File: config.mk
export PLATFORM = sky130hd
export DESIGN_NAME = serial_addsub_seq
export DESIGN_NICKNAME = d
export VERILOG_FILES = /design/src/rtl/arith_pkg.sv /design/src/rtl/serial_addsub_seq_fa_bit.sv /design/src/rtl/serial_addsub_seq.sv
export SDC_FILE = /design/constraint.sdc
export NUM_CORES = 1
export LEC_CHECK = 0
export BUFFER_PORTS_ARGS = -buffer_cell sky130_fd_sc_hd__buf_2
export CAP_MARGIN = 0
export CELL_PAD_IN_SITES_DETAIL_PLACEMENT = 1
export CELL_PAD_IN_SITES_GLOBAL_PLACEMENT = 1
export CORE_ASPECT_RATIO = 1.75
export CORE_MARGIN = 3
export CORE_UTILIZATION = 39
export CTS_CLUSTER_DIAMETER = 100
export CTS_CLUSTER_SIZE = 40
export DETAILED_ROUTE_END_ITERATION = 12
export GPL_TIMING_DRIVEN = 0
export PLACE_DENSITY = 0.84
export SYNTH_ARGS = -nofsm -noshare
export SYNTH_HDL_FRONTEND = slang
export SYNTH_HIERARCHICAL = 1
export SYNTH_SLANG_ARGS = --single-unit
export TNS_END_PERCENT = 1
File: constraint.sdc
create_clock -name clk -period 2.1 [get_ports clk]
set_clock_uncertainty 0.05 [all_clocks]
set_input_delay 0.315 -clock clk [delete_from_list [all_inputs] [get_ports clk]]
set_output_delay 0.315 -clock clk [all_outputs]
set_load 0.005 [all_outputs]
File: src/rtl/arith_pkg.sv
// Shared types and helpers for the bit-serial arithmetic blocks.
package arith_pkg;

    // Sequencer FSM states.
    typedef enum logic [1:0] {
        IDLE = 2'd0,
        RUN  = 2'd1,
        DONE = 2'd2
    } state_e;

    // Width of a bit counter able to hold 0..width.
    function automatic int cnt_w(input int width);
        return $clog2(width + 1);
    endfunction

endpackage

File: src/rtl/serial_addsub_seq_fa_bit.sv
// One-bit combinational full-adder cell.
module fa_bit (
    input  logic a,
    input  logic b,
    input  logic cin,
    output logic sum,
    output logic cout
);

    // Sum and majority carry of the three input bits.
    always_comb begin
        sum  = a ^ b ^ cin;
        cout = (a & b) | (a & cin) | (b & cin);
    end

endmodule

File: src/rtl/serial_addsub_seq.sv
// Bit-serial adder/subtractor: feeds operands LSB first through one
// full-adder cell, one bit per clock, and collects the result serially.
module serial_addsub_seq
    import arith_pkg::*;
#(
    parameter int WIDTH = 8
) (
    input  logic             clk,
    input  logic             rst,
    input  logic             start,
    input  logic             sub,
    input  logic [WIDTH-1:0] a,
    input  logic [WIDTH-1:0] b,
    output logic             ready,
    output logic             busy,
    output logic             done,
    output logic [WIDTH-1:0] result,
    output logic             cout,
    output logic             overflow
);

    localparam int              CNT_W    = cnt_w(WIDTH);
    localparam logic [CNT_W-1:0] LAST_BIT = CNT_W'(WIDTH - 1);

    state_e           state_q;
    logic [WIDTH-1:0] a_q;
    logic [WIDTH-1:0] b_q;
    logic [WIDTH-1:0] result_q;
    logic [CNT_W-1:0] cnt_q;
    logic             carry_q;
    logic             ready_q;
    logic             busy_q;
    logic             done_q;
    logic             cout_q;
    logic             overflow_q;

    logic             sum_d;
    logic             carry_d;

    fa_bit u_fa (
        .a    (a_q[0]),
        .b    (b_q[0]),
        .cin  (carry_q),
        .sum  (sum_d),
        .cout (carry_d)
    );

    // Sequencer: operand capture, serial bit processing and registered status.
    always_ff @(posedge clk) begin
        if (rst) begin
            state_q    <= IDLE;
            a_q        <= '0;
            b_q        <= '0;
            result_q   <= '0;
            cnt_q      <= '0;
            carry_q    <= 1'b0;
            ready_q    <= 1'b1;
            busy_q     <= 1'b0;
            done_q     <= 1'b0;
            cout_q     <= 1'b0;
            overflow_q <= 1'b0;
        end else begin
            done_q <= 1'b0;
            case (state_q)
                IDLE, DONE: begin
                    if (start) begin
                        // Subtraction is a + ~b + 1: invert B and seed the carry.
                        a_q        <= a;
                        b_q        <= sub ? ~b : b;
                        carry_q    <= sub;
                        cnt_q      <= '0;
                        result_q   <= '0;
                        cout_q     <= 1'b0;
                        overflow_q <= 1'b0;
                        state_q    <= RUN;
                        ready_q    <= 1'b0;
                        busy_q     <= 1'b1;
                    end else begin
                        state_q <= IDLE;
                        ready_q <= 1'b1;
                        busy_q  <= 1'b0;
                    end
                end
                RUN: begin
                    result_q <= {sum_d, result_q[WIDTH-1:1]};
                    a_q      <= a_q >> 1;
                    b_q      <= b_q >> 1;
                    carry_q  <= carry_d;
                    cnt_q    <= cnt_q + 1'b1;
                    if (cnt_q == LAST_BIT) begin
                        // carry_q is the carry into the sign bit here.
                        cout_q     <= carry_d;
                        overflow_q <= carry_q ^ carry_d;
                        state_q    <= DONE;
                        done_q     <= 1'b1;
                        ready_q    <= 1'b1;
                        busy_q     <= 1'b0;
                    end
                end
                default: begin
                    state_q <= IDLE;
                    ready_q <= 1'b1;
                    busy_q  <= 1'b0;
                end
            endcase
        end
    end

    assign ready    = ready_q;
    assign busy     = busy_q;
    assign done     = done_q;
    assign result   = result_q;
    assign cout     = cout_q;
    assign overflow = overflow_q;

endmodule

==> results of run 1 <==
## power groups by stage
stage / logic [uW] / registers (uW) / clock network (uW)
6_report: 192 / 736 / 524
3_3_place_gp: 186 / 750 / 0
2_1_floorplan: 129 / 746 / 0
3_5_place_dp: 192 / 752 / 0
5_1_grt: 213 / 741 / 569
4_1_cts: 193 / 736 / 530
## cell families after synthesis
| family | synth area share |
|---|---|
| AND/OR/NAND/NOR | 0.195 |
| flip-flops | 0.464 |
| adder cells (fa/ha/maj) | 0.0210 |
| buffers and inverters | 0.0621 |
| multiplexers | 0.0145 |
| XOR/XNOR | 0.0508 |
| AO/OA/AOI/OAI | 0.193 |
## worst paths after layout
kind                to  slack, ns  cells after the start
max reg2reg   overflow       0.55                      4
min reg2reg  result[0]       0.42                      2
min             a_q[7]       0.22                      3
max           overflow       0.55                      4
## layer usage
layer / up-vias / GRT usage
met4: 0 / 0.0605
li1: 693 / -
met2: 28 / 0.351
met1: 694 / 0.212
met3: 7 / 0.0467
met5: - / 0
## per-stage QoR
stage | util | std cells | instance area [sq um] | total power, uW
floorplan | - | 175 | 1550 | 876
global placement | 0.471 | 251 | 1760 | 936
detailed placement | 0.471 | 251 | 1760 | 944
CTS | 0.496 | 259 | 1850 | 1460
global route | 0.496 | 259 | 1850 | 1520
finish | 0.496 | 259 | 1850 | 1450
## sequential cells by signal, summed over array words and instances (netlist names), 2 cells and up
signal and count:
cnt_q 4, result 8, state_q 2, a_q 8, b_q 8
## layout by cell type (no fill, tap or decap), types with 2 or more instances in the layout
master and instances:
sky130_fd_sc_hd__a21oi_1 30, sky130_fd_sc_hd__a22oi_1 15, sky130_fd_sc_hd__and3_1 2, sky130_fd_sc_hd__buf_2 38, sky130_fd_sc_hd__buf_4 4, sky130_fd_sc_hd__clkbuf_1 6, sky130_fd_sc_hd__clkbuf_8 6, sky130_fd_sc_hd__dfxtp_1 36
sky130_fd_sc_hd__inv_1 2, sky130_fd_sc_hd__nand2_1 11, sky130_fd_sc_hd__nand2b_1 3, sky130_fd_sc_hd__nand3_1 30, sky130_fd_sc_hd__nor2_1 3, sky130_fd_sc_hd__nor3_1 3, sky130_fd_sc_hd__xor2_1 8
## layout make-up
cell class,instances,area share
plain buffers,17,0.0479
clock buffers,7,0.0466
clock inverters,1,0.00405
inverters,2,0.00405
multi-input cells,120,0.397
flip-flops and latches,36,0.389
well taps,46,0.0310
repair buffers,30,0.0810
## worst max-delay path: stages, from the launching register on
cell and delay [ns]:
sky130_fd_sc_hd__dfxtp_1 0.34, sky130_fd_sc_hd__fa_1 0.47, sky130_fd_sc_hd__xnor2_1 0.14, sky130_fd_sc_hd__or3_1 0.31
sky130_fd_sc_hd__a31oi_1 0.16
==> results.txt, run 1 <==
----------------------------------------------------
[Run status]
  Result of the run ... finished clean

[Power and ir drop]
  Leakage power of the design ... around 0.00078 uW
  PD cells ... 783 nW/um^2
  Switching fraction of total power ... 0.273
  Worst vdd rail ir drop ... ~640 uV
  Combinational group share of total power ... 0.132
  Internal power ... 1060 uW
  Switching power summed over all nets ... 396 uW
  Fraction of power consumed by sequential logic ... 0.507
  Part of the total power dissipated in the clock network ... 0.361

[Synthesis]
  Post-synth top area cell ... sky130_fd_sc_hd__dfxtp_1
  Register bit count reported by yosys ... 36
  Sequential cell area fraction in the yosys report ... 0.464
  Post-Synthesis Cells ... 175
  Top FF cell, synth ... sky130_fd_sc_hd__dfxtp_1
  Synthesized area divided by synthesized cell count ... 8.87 sq um
  Top post-synthesis cells by area ... sky130_fd_sc_hd__dfxtp_1 46%, sky130_fd_sc_hd__a21oi_1 9.7%, sky130_fd_sc_hd__nand3_1 9.7%, sky130_fd_sc_hd__a22oi_1 7.3%, sky130_fd_sc_hd__xor2_1 4.5%
  Post-synth net total ... around 200
  Most common library cells after synthesis ... 36 x sky130_fd_sc_hd__dfxtp_1, 30 x sky130_fd_sc_hd__a21oi_1, 30 x sky130_fd_sc_hd__nand3_1
  Portion of synthesized cell area occupied by the leading cell type ... 0.464
  Netlist cell types ... 29
  Syn Std Cell Area ... 1550 sq um
  Number of synthesized flops with an enable pin ... 0
  Total of warnings raised by yosys ... 6
  Async set-reset flop share out of synthesis ... 0
  Most common cell in the synthesized netlist ... sky130_fd_sc_hd__dfxtp_1

[Setup path]
  Worst Path Required ... 2.27 ns
  Startpoint of the lowest-slack register-to-register path ... a_q[0]
  Type of the setup path with the least slack ... flip-flop to flip-flop
  Worst Setup SP ... a_q[0]
  Data arrival time of the worst path ... roughly 1.7 ns
  Critical path peak fanout ... 3
  Startpoint types ... flip-flop
  Critical path capture point type ... flip-flop

[Routing]
  Routed wire length per instance ... 16.0 um
  First-pass iteration count of the detailed router ... 4
  Via count ... ~1,400
  Number of vias per cell ... roughly 5.5
  Top layer used by detailed routing ... met4
  Wire length on met3 ... 145 um
  Total length of routed met2 wires ... 2.25 mm
  Routed Antenna Nets ... 0
  Routed metal-1 wire length ... roughly 1.7 mm
  Total Wirelength ... about 4.1 mm
  Residual DRC count ... 0
  Number of DRC violations after detailed-routing iteration 0 ... 23

[Clocking]
  Insertion delay of the later-clocked pin in the worst-skew pair ... roughly 0.29 ns
  Resize count post-CTS ... 0
  Clock transition time at the flip-flop clock pins of the worst setup and hold paths ... 0.08 ns
  CTS H-tree lvls ... 2
  Number of setup buffers added after CTS ... 0
  Hold-fix buffers, CTS ... 0
  CTS tree ... built
  CTS sink count ... 36
  Number of buffers added by the clock tree synthesis step ... 5
  Clk buf depth ... 2
  Clock root cell ... sky130_fd_sc_hd__clkbuf_8

[Hold path]
  Startpoint of the lowest-slack hold path ... a[7]
  Type of the most critical hold path ... input port to flip-flop

[Die]
  Chip height ... 89.5 um
  Core footprint ... 3740 sq um
  Placement Rows ... 29
  Die Wd ... 53.7 um
  Io pins ... 33
  Effective utilization at floorplan ... 0.415
  Area of the die ... 4800 sq um

[GRT]
  Antenna violations before repair ... 0
  GR Overflow Total ... 0
  Vias in the first global route ... between 1,000 and 1,500
  All-Layer GR Usage ... 0.193
  First-pass GRT wire length ... just under 7 mm
  Maximum number of pins on one net before global-route repair ... 12

[Cells and area]
  Total area of sequential cells ... between 700 and 800 sq um
  Area growth from synthesis to layout ... 19.4%
  Proportion of layout cells with a drive suffix above 1 ... 0.249
  Multi-input logic area ... 736 sq um
  Ant. Diodes ... 0
  Total of fill cells in the finished design ... roughly 480
  Net count of the finished layout ... 234

[Timing]
  Maximum clock frequency ... approximately 650 MHz
  Crit path time final ... approximately 1.5 ns
  Pin slew with the least headroom to its limit ... slightly above 0.5 ns
  Slew Viols, Final ... 0
  Setup repair after global routing missed its margin ... false
  Final WS setup ... between 0.5 and 0.6 ns
  Setup tns final ... 0 ns
  Count of endpoints failing hold in the final timing report ... 0
  Fin Hold WS ... 0.220 ns
  Relative slew slack ... 0.659
  Period utilization ... 0.737
  Final-report setup violation count ... 0

[Place]
  Number of buffers added on ports ... 30
  Worst setup timing slack at the placement stage ... 0.567 ns
  Gpl congestion ... 0.806
  Detailed Place HPWL ... slightly above 3 mm

[Flow run]
  Count of maximum capacitance violations ... 0

----------------------------------------------------
No activity file was read; power rests on OpenSTA's default activity.
==> run 2, diff against run 1 <==
- clock period: 2.1 -> 1.5 ns (I/O delays scaled with it)
==> run 2 against run 1 <==
  * Critical path depth did not move
  * Sequential power rose by 40%
  * Via count fell by 1.1%
  * Core utilization rose by 0.27 points
  * Fmax rose by 7.7%
  * Clock-buffer cell count did not move
  * Register-to-register slack got worse by 0.49 ns
  * Cell area rose by 0.54%
  * Highest routed layer unchanged
  * Combinational power rose by 41%
==> results.txt, run 2 (same netlist as run 1, synthesis figures left out) <==
----------------------------------------------------
[Cells and area]
  Most common cell after layout, fill and taps aside ... sky130_fd_sc_hd__buf_2
  Proportion of layout cells with a drive suffix above 1 ... 0.278 (+0.0295)
  Area growth from synthesis to layout ... 20.1%
  Highest-count cells in the layout ignoring fill and taps ... 36 x sky130_fd_sc_hd__buf_2, 34 x sky130_fd_sc_hd__dfxtp_1, 30 x sky130_fd_sc_hd__nand3_1, 30 x sky130_fd_sc_hd__a21oi_1, 15 x sky130_fd_sc_hd__a22oi_1
  Final Util ... 0.499 (+0.00268)
  Ant. Diodes ... 0 (unchanged)
  Net count of the finished layout ... 233 (-0.43%)

[Power and ir drop]
  Switching power summed over all nets ... 548 uW (+39%)
  Combinational group share of total power ... 0.133 (about the same)
  Internal power ... 1480 uW (+40%)
  Worst vdd rail ir drop ... 875 uV (+37%)
  Part of the total power dissipated in the clock network ... 0.359 (-0.002)
  Switching fraction of total power ... 0.270 (-0.00242)
  Leakage power of the design ... 0.000779 uW (-0.25%)
  PD cells ... 1090 nW/um^2 (+39%)
  Fraction of power consumed by sequential logic ... 0.509 (+0.002)

[GRT]
  GR Overflow Total ... 0 (unchanged)
  All-Layer GR Usage ... 0.196 (+0.00314)
  First-pass GRT wire length ... 7.00 mm (+1.4%)
  Vias in the first global route ... 1,482 (-0.40%)
  Antenna violations before repair ... 0 (unchanged)
  Maximum number of pins on one net before global-route repair ... 12 (unchanged)

[Timing]
  Relative slew slack ... 0.659 (+0.000677)
  Final-report setup violation count ... 0 (unchanged)
  Pin slew with the least headroom to its limit ... 0.511 ns (-0.00102 ns)
  Count of endpoints failing hold in the final timing report ... 0 (unchanged)
  Crit path time final ... 1.44 ns (-0.110 ns)
  Period utilization ... 0.958 (+0.221)
  Setup repair after global routing missed its margin ... true
  Final WS setup ... 0.0627 ns (-0.490 ns)
  Slew Viols, Final ... 0 (unchanged)
  Maximum clock frequency ... 696 MHz (+7.7%)

[Setup path]
  Data arrival time of the worst path ... 1.60 ns (-0.11 ns)
  Startpoint types ... flip-flop
  Critical path capture point type ... flip-flop
  Worst Path Required ... 1.66 ns (-0.61 ns)
  Type of the setup path with the least slack ... flip-flop to flip-flop
  Critical path peak fanout ... 3 (unchanged)

[Hold path]
  Type of the most critical hold path ... input port to flip-flop

[Clocking]
  Clk buf depth ... 2 (unchanged)
  Insertion delay of the later-clocked pin in the worst-skew pair ... 0.29 ns (about the same)
  Number of buffers added by the clock tree synthesis step ... 5 (unchanged)
  CTS sink count ... 36 (unchanged)
  CTS tree ... built
  Clock root cell ... sky130_fd_sc_hd__clkbuf_8
  Hold-fix buffers, CTS ... 0 (unchanged)
  CTS H-tree lvls ... 2 (unchanged)
  Clock transition time at the flip-flop clock pins of the worst setup and hold paths ... 0.08 ns (about the same)

[Place]
  Number of buffers added on ports ... 30 (unchanged)
  Gpl congestion ... 0.806 (unchanged)
  Worst setup timing slack at the placement stage ... -0.0327 ns (-0.600 ns)
  Detailed Place HPWL ... 3.06 mm (unchanged)

[Die]
  Placement Rows ... 29 (unchanged)
  Die Wd ... 53.7 um (unchanged)
  Chip height ... 89.5 um (unchanged)
  Io pins ... 33 (unchanged)
  Effective utilization at floorplan ... 0.415 (unchanged)
  Area of the die ... 4800 sq um (unchanged)
  Core footprint ... 3740 sq um (unchanged)

[Routing]
  Routed Antenna Nets ... 0 (unchanged)
  Residual DRC count ... 0 (unchanged)
  Number of vias per cell ... 5.45 (-0.74%)
  Total Wirelength ... 4.14 mm (about the same)
  Number of DRC violations after detailed-routing iteration 0 ... 14 (-39%)
  Via count ... 1,406 (-1.1%)
  First-pass iteration count of the detailed router ... 4 (unchanged)
  Routed wire length per instance ... 16.0 um (+0.29%)

[Run status]
  Result of the run ... finished clean

[Flow run]
  Count of maximum capacitance violations ... 0 (unchanged)

----------------------------------------------------
==> run 2: per-layer routing <==
layer  vias up  GRT usage  wire (um)
li1        692          -          -
met1       683      0.216       1640
met2        26      0.360       2300
met3         5     0.0467        153
met4         0     0.0535         46
met5         -          0          0
==> run 2: path summary, 6_finish.rpt <==
path | start | end | slack (ns) | cells past startpoint
setup / recovery | b_q[0] | overflow | 0.06 | 4
hold reg to reg | result[0] | result[0] | 0.42 | 2
setup reg to reg | b_q[0] | overflow | 0.06 | 4
hold / removal | a[7] | a_q[7] | 0.13 | 3
==> run 2: per-stage QoR <==
step	hold WS (ns)	std cells	area [sq um]	power, uW	TNS [ns]
detailed placement	0.414	251	1760	1320	-0.0327
CTS	0.135	259	1860	2040	0
global route	0.129	258	1860	2130	-0.0320
floorplan	0.311	175	1550	1230	0
finish	0.134	258	1860	2030	0
global placement	0.404	251	1760	1310	-0.000527
==> run 2: final cells by class <==
type                    instances  area, sq um
fillers                       472         1870
repair buffers                 30          150
plain buffers                  16         88.8
clock buffers                   7         86.3
flip-flops and latches         36          723
clock inverters                 1         7.51
multi-input cells             120          743
inverters                       2         7.51
well taps                      46         57.6
==> run 2: what timing repair did <==
| action | 4_1_cts | 5_1_grt |
|---|---|---|
| pin swaps | 0 | 2 |
| setup buffers | 0 | 0 |
| setup endpoints to repair | 1 | 16 |
| gates resized for setup | 1 | 9 |
==> run 2: critical path, stage by stage (launching register included) <==
cell and delay [ns]:
sky130_fd_sc_hd__dfxtp_2 0.33, sky130_fd_sc_hd__fa_2 0.41, sky130_fd_sc_hd__xnor2_1 0.13, sky130_fd_sc_hd__or3_1 0.31, sky130_fd_sc_hd__a31oi_1 0.13
==> run 2: power groups by stage <==
stage,sequential (uW),clock (uW),combinational (uW)
6_report,1030,728,270
3_5_place_dp,1050,0,269
3_3_place_gp,1050,0,260
2_1_floorplan,1050,0,181
4_1_cts,1030,743,271
5_1_grt,1040,793,301
==> run 3, diff against run 2 <==
- SYNTH_HIERARCHICAL: 1 -> default
==> run 3 against run 2 <==
  * Worst hold slack gained 0.011 ns
  * Via count fell by 7.0%
  * Combinational power up 8.1%
  * Sequential cell count shrank 1
  * Register-to-register slack better by 0.02 ns
  * Non-clock buffer count fell by 3
  * Largest power group unchanged
  * Routed wire length down 4.6%
  * Critical path depth unchanged
  * Power fell by 1.8%
  * First-iteration DRC count grew 110%
  * Synthesized cell count decreased by 9.7%
==> results.txt, run 3 <==
----------------------------------------------------
[Cells and area]
  Most common cell after layout, fill and taps aside ... sky130_fd_sc_hd__nor2_1
  Final Util ... 0.503 (+0.00406)
  Total of fill cells in the finished design ... 433 (-8.3%)
  Total area of sequential cells ... 702 sq um (-2.9%)
  Area growth from synthesis to layout ... 20.7%
  Net count of the finished layout ... 217 (-6.9%)
  Ant. Diodes ... 0 (unchanged)
  Highest-count cells in the layout ignoring fill and taps ... 35 x sky130_fd_sc_hd__nor2_1, 34 x sky130_fd_sc_hd__buf_2, 34 x sky130_fd_sc_hd__dfxtp_1
  Proportion of layout cells with a drive suffix above 1 ... 0.267 (-0.0116)
  Multi-input logic area ... 668 sq um (-10%)

[Clocking]
  CTS sink count ... 35 (-2.8%)
  CTS tree ... built
  Number of setup buffers added after CTS ... 0 (unchanged)
  Clock transition time at the flip-flop clock pins of the worst setup and hold paths ... 0.07 ns (about the same)
  CTS H-tree lvls ... 2 (unchanged)
  Hold-fix buffers, CTS ... 0 (unchanged)
  Resize count post-CTS ... 0 (-1)
  Insertion delay of the later-clocked pin in the worst-skew pair ... 0.29 ns (about the same)
  Clk buf depth ... 2 (unchanged)
  Clock root cell ... sky130_fd_sc_hd__clkbuf_8
  Number of buffers added by the clock tree synthesis step ... 5 (unchanged)

[Timing]
  Crit path time final ... 1.42 ns (-0.0152 ns)
  Count of endpoints failing hold in the final timing report ... 0 (unchanged)
  Pin slew with the least headroom to its limit ... 0.518 ns (+0.00667 ns)
  Relative slew slack ... 0.655 (-0.00445)
  Maximum clock frequency ... 703 MHz (+1.1%)
  Fin Hold WS ... 0.145 ns (+0.0114 ns)
  Setup tns final ... 0 ns (unchanged)
  Final WS setup ... 0.0780 ns (+0.0152 ns)
  Slew Viols, Final ... 0 (unchanged)
  Setup repair after global routing missed its margin ... false
  Final-report setup violation count ... 0 (unchanged)
  Period utilization ... 0.948 (-0.0102)

[Place]
  Detailed Place HPWL ... 2.93 mm (-4.5%)
  Gpl congestion ... 0.808 (+0.30%)
  Number of buffers added on ports ... 30 (unchanged)
  Worst setup timing slack at the placement stage ... 0.0700 ns (+0.103 ns)

[Synthesis]
  Top post-synthesis cells by area ... sky130_fd_sc_hd__dfxtp_1 48%, sky130_fd_sc_hd__nor2_1 9.1%, sky130_fd_sc_hd__a22oi_1 6.8%, sky130_fd_sc_hd__a221oi_1 4.2%, sky130_fd_sc_hd__xnor2_1 4.2%
  Post-synth top area cell ... sky130_fd_sc_hd__dfxtp_1
  Portion of synthesized cell area occupied by the leading cell type ... 0.485 (+0.0207)
  Syn Std Cell Area ... 1450 sq um (-6.9%)
  Async set-reset flop share out of synthesis ... 0 (unchanged)
  Synthesized area divided by synthesized cell count ... 9.15 sq um (+3.1%)
  Top FF cell, synth ... sky130_fd_sc_hd__dfxtp_1
  Post-Synthesis Cells ... 158 (-9.7%)
  Netlist cell types ... 28 (-3.4%)
  Post-synth net total ... 180 (-8.6%)
  Register bit count reported by yosys ... 35 (-2.8%)
  Sequential cell area fraction in the yosys report ... 0.485 (+0.0207)
  Total of warnings raised by yosys ... 0 (-6)
  Number of synthesized flops with an enable pin ... 0 (unchanged)
  Most common library cells after synthesis ... 35 x sky130_fd_sc_hd__dfxtp_1, 35 x sky130_fd_sc_hd__nor2_1, 13 x sky130_fd_sc_hd__a22oi_1

[Routing]
  Residual DRC count ... 0 (unchanged)
  Number of vias per cell ... 5.45 (about the same)
  Via count ... 1,308 (-7.0%)
  Routed Antenna Nets ... 0 (unchanged)
  Routed wire length per instance ... 16.4 um (+2.5%)
  First-pass iteration count of the detailed router ... 4 (unchanged)
  Number of DRC violations after detailed-routing iteration 0 ... 30 (+16)
  Total Wirelength ... 3.95 mm (-4.6%)

[GRT]
  All-Layer GR Usage ... 0.195 (-0.000987)
  First-pass GRT wire length ... 6.44 mm (-8.1%)
  GR Overflow Total ... 0 (unchanged)
  Maximum number of pins on one net before global-route repair ... 11 (-1)
  Antenna violations before repair ... 0 (unchanged)
  Vias in the first global route ... 1,412 (-4.7%)

[Die]
  Io pins ... 33 (unchanged)
  Chip height ... 86.5 um (-3.3%)
  Area of the die ... 4500 sq um (-6.3%)
  Core footprint ... 3470 sq um (-7.2%)
  Die Wd ... 52.0 um (-3.1%)
  Placement Rows ... 28 (-3.4%)
  Effective utilization at floorplan ... 0.417 (+0.00120)

[Power and ir drop]
  Combinational group share of total power ... 0.146 (+0.013)
  Switching fraction of total power ... 0.267 (-0.00332)
  Part of the total power dissipated in the clock network ... 0.346 (-0.013)
  Switching power summed over all nets ... 532 uW (-3.0%)
  Worst vdd rail ir drop ... 672 uV (-23%)
  Internal power ... 1460 uW (-1.3%)
  Fraction of power consumed by sequential logic ... 0.508 (about the same)
  Leakage power of the design ... 0.000741 uW (-4.9%)
  PD cells ... 1140 nW/um^2 (+5.0%)

[Setup path]
  Critical path peak fanout ... 3 (unchanged)
  Worst Path Required ... 1.66 ns (about the same)
  Critical path capture point type ... flip-flop
  Startpoint types ... flip-flop
  Data arrival time of the worst path ... 1.58 ns (-0.02 ns)
  Type of the setup path with the least slack ... flip-flop to flip-flop

[Hold path]
  Type of the most critical hold path ... input port to flip-flop

[Flow run]
  Count of maximum capacitance violations ... 0 (unchanged)

[Run status]
  Result of the run ... finished clean

----------------------------------------------------
## run 3: cell types whose count changed after synthesis, moves of 4 or more
cell / change
sky130_fd_sc_hd__nand3_1: -28
sky130_fd_sc_hd__a221oi_1: +7
sky130_fd_sc_hd__nor3_1: +5
sky130_fd_sc_hd__xnor2_1: +6
sky130_fd_sc_hd__o22ai_1: +6
sky130_fd_sc_hd__nor2_1: +32
sky130_fd_sc_hd__nand2_1: -6
sky130_fd_sc_hd__xor2_1: -6
sky130_fd_sc_hd__buf_2: -4
sky130_fd_sc_hd__a21oi_1: -23
## run 3: layer usage
metal | vias to the layer above | GRT usage | part of all wire
met1 | 639 | 0.187 | 0.36
met2 | 34 | 0.370 | 0.57
li1 | 624 | - | -
met4 | 0 | 0.100 | 0.026
met3 | 11 | 0.0413 | 0.043
met5 | - | 0 | 0
## run 3: power by group through the flow
stage               sequential, uW  combinational [uW]  clock [uW]
finish                        1010                 292         690
global route                  1020                 326         743
CTS                           1010                 291         704
detailed placement            1030                 289           0
global placement              1030                 267           0
floorplan                     1020                 200           0
## run 3: logic make-up after synthesis
group	Yosys count	share of synthesized area
XOR/XNOR	9	0.0545
buffers and inverters	13	0.0528
AO/OA/AOI/OAI	37	0.174
AND/OR/NAND/NOR	61	0.201
multiplexers	1	0.0104
flip-flops	35	0.485
adder cells (fa/ha/maj)	2	0.0225
## run 3: final cells by class
cell class / count / share of cell area
Tap cell: 45 / 0.0323
Clock inverter: 1 / 0.00287
Timing Repair Buffer: 30 / 0.0861
Sequential cell: 35 / 0.402
Clock buffer: 6 / 0.0473
Buffer: 13 / 0.0459
Multi-Input combinational cell: 110 / 0.383
## run 3: critical path, stage by stage (launching register included)
cell	delay, ns
sky130_fd_sc_hd__dfxtp_1	0.35
sky130_fd_sc_hd__fa_1	0.50
sky130_fd_sc_hd__xor2_1	0.17
sky130_fd_sc_hd__nand3_1	0.10
sky130_fd_sc_hd__a21oi_1	0.17
## run 3: final timing paths
check                from       end  slack, ns  cells past startpoint
setup / recovery  carry_q  overflow       0.08                      4
hold / removal       a[7]    a_q[7]       0.15                      3
setup reg to reg  carry_q  overflow       0.08                      4
hold reg to reg    a_q[0]    a_q[0]       0.44                      2
## run 3: per-stage QoR
step	power [uW]	instance area (sq um)	instances
finish	1990	1740	240
global placement	1300	1650	233
global route	2090	1740	240
floorplan	1220	1450	158
detailed placement	1320	1650	233
CTS	2010	1740	240
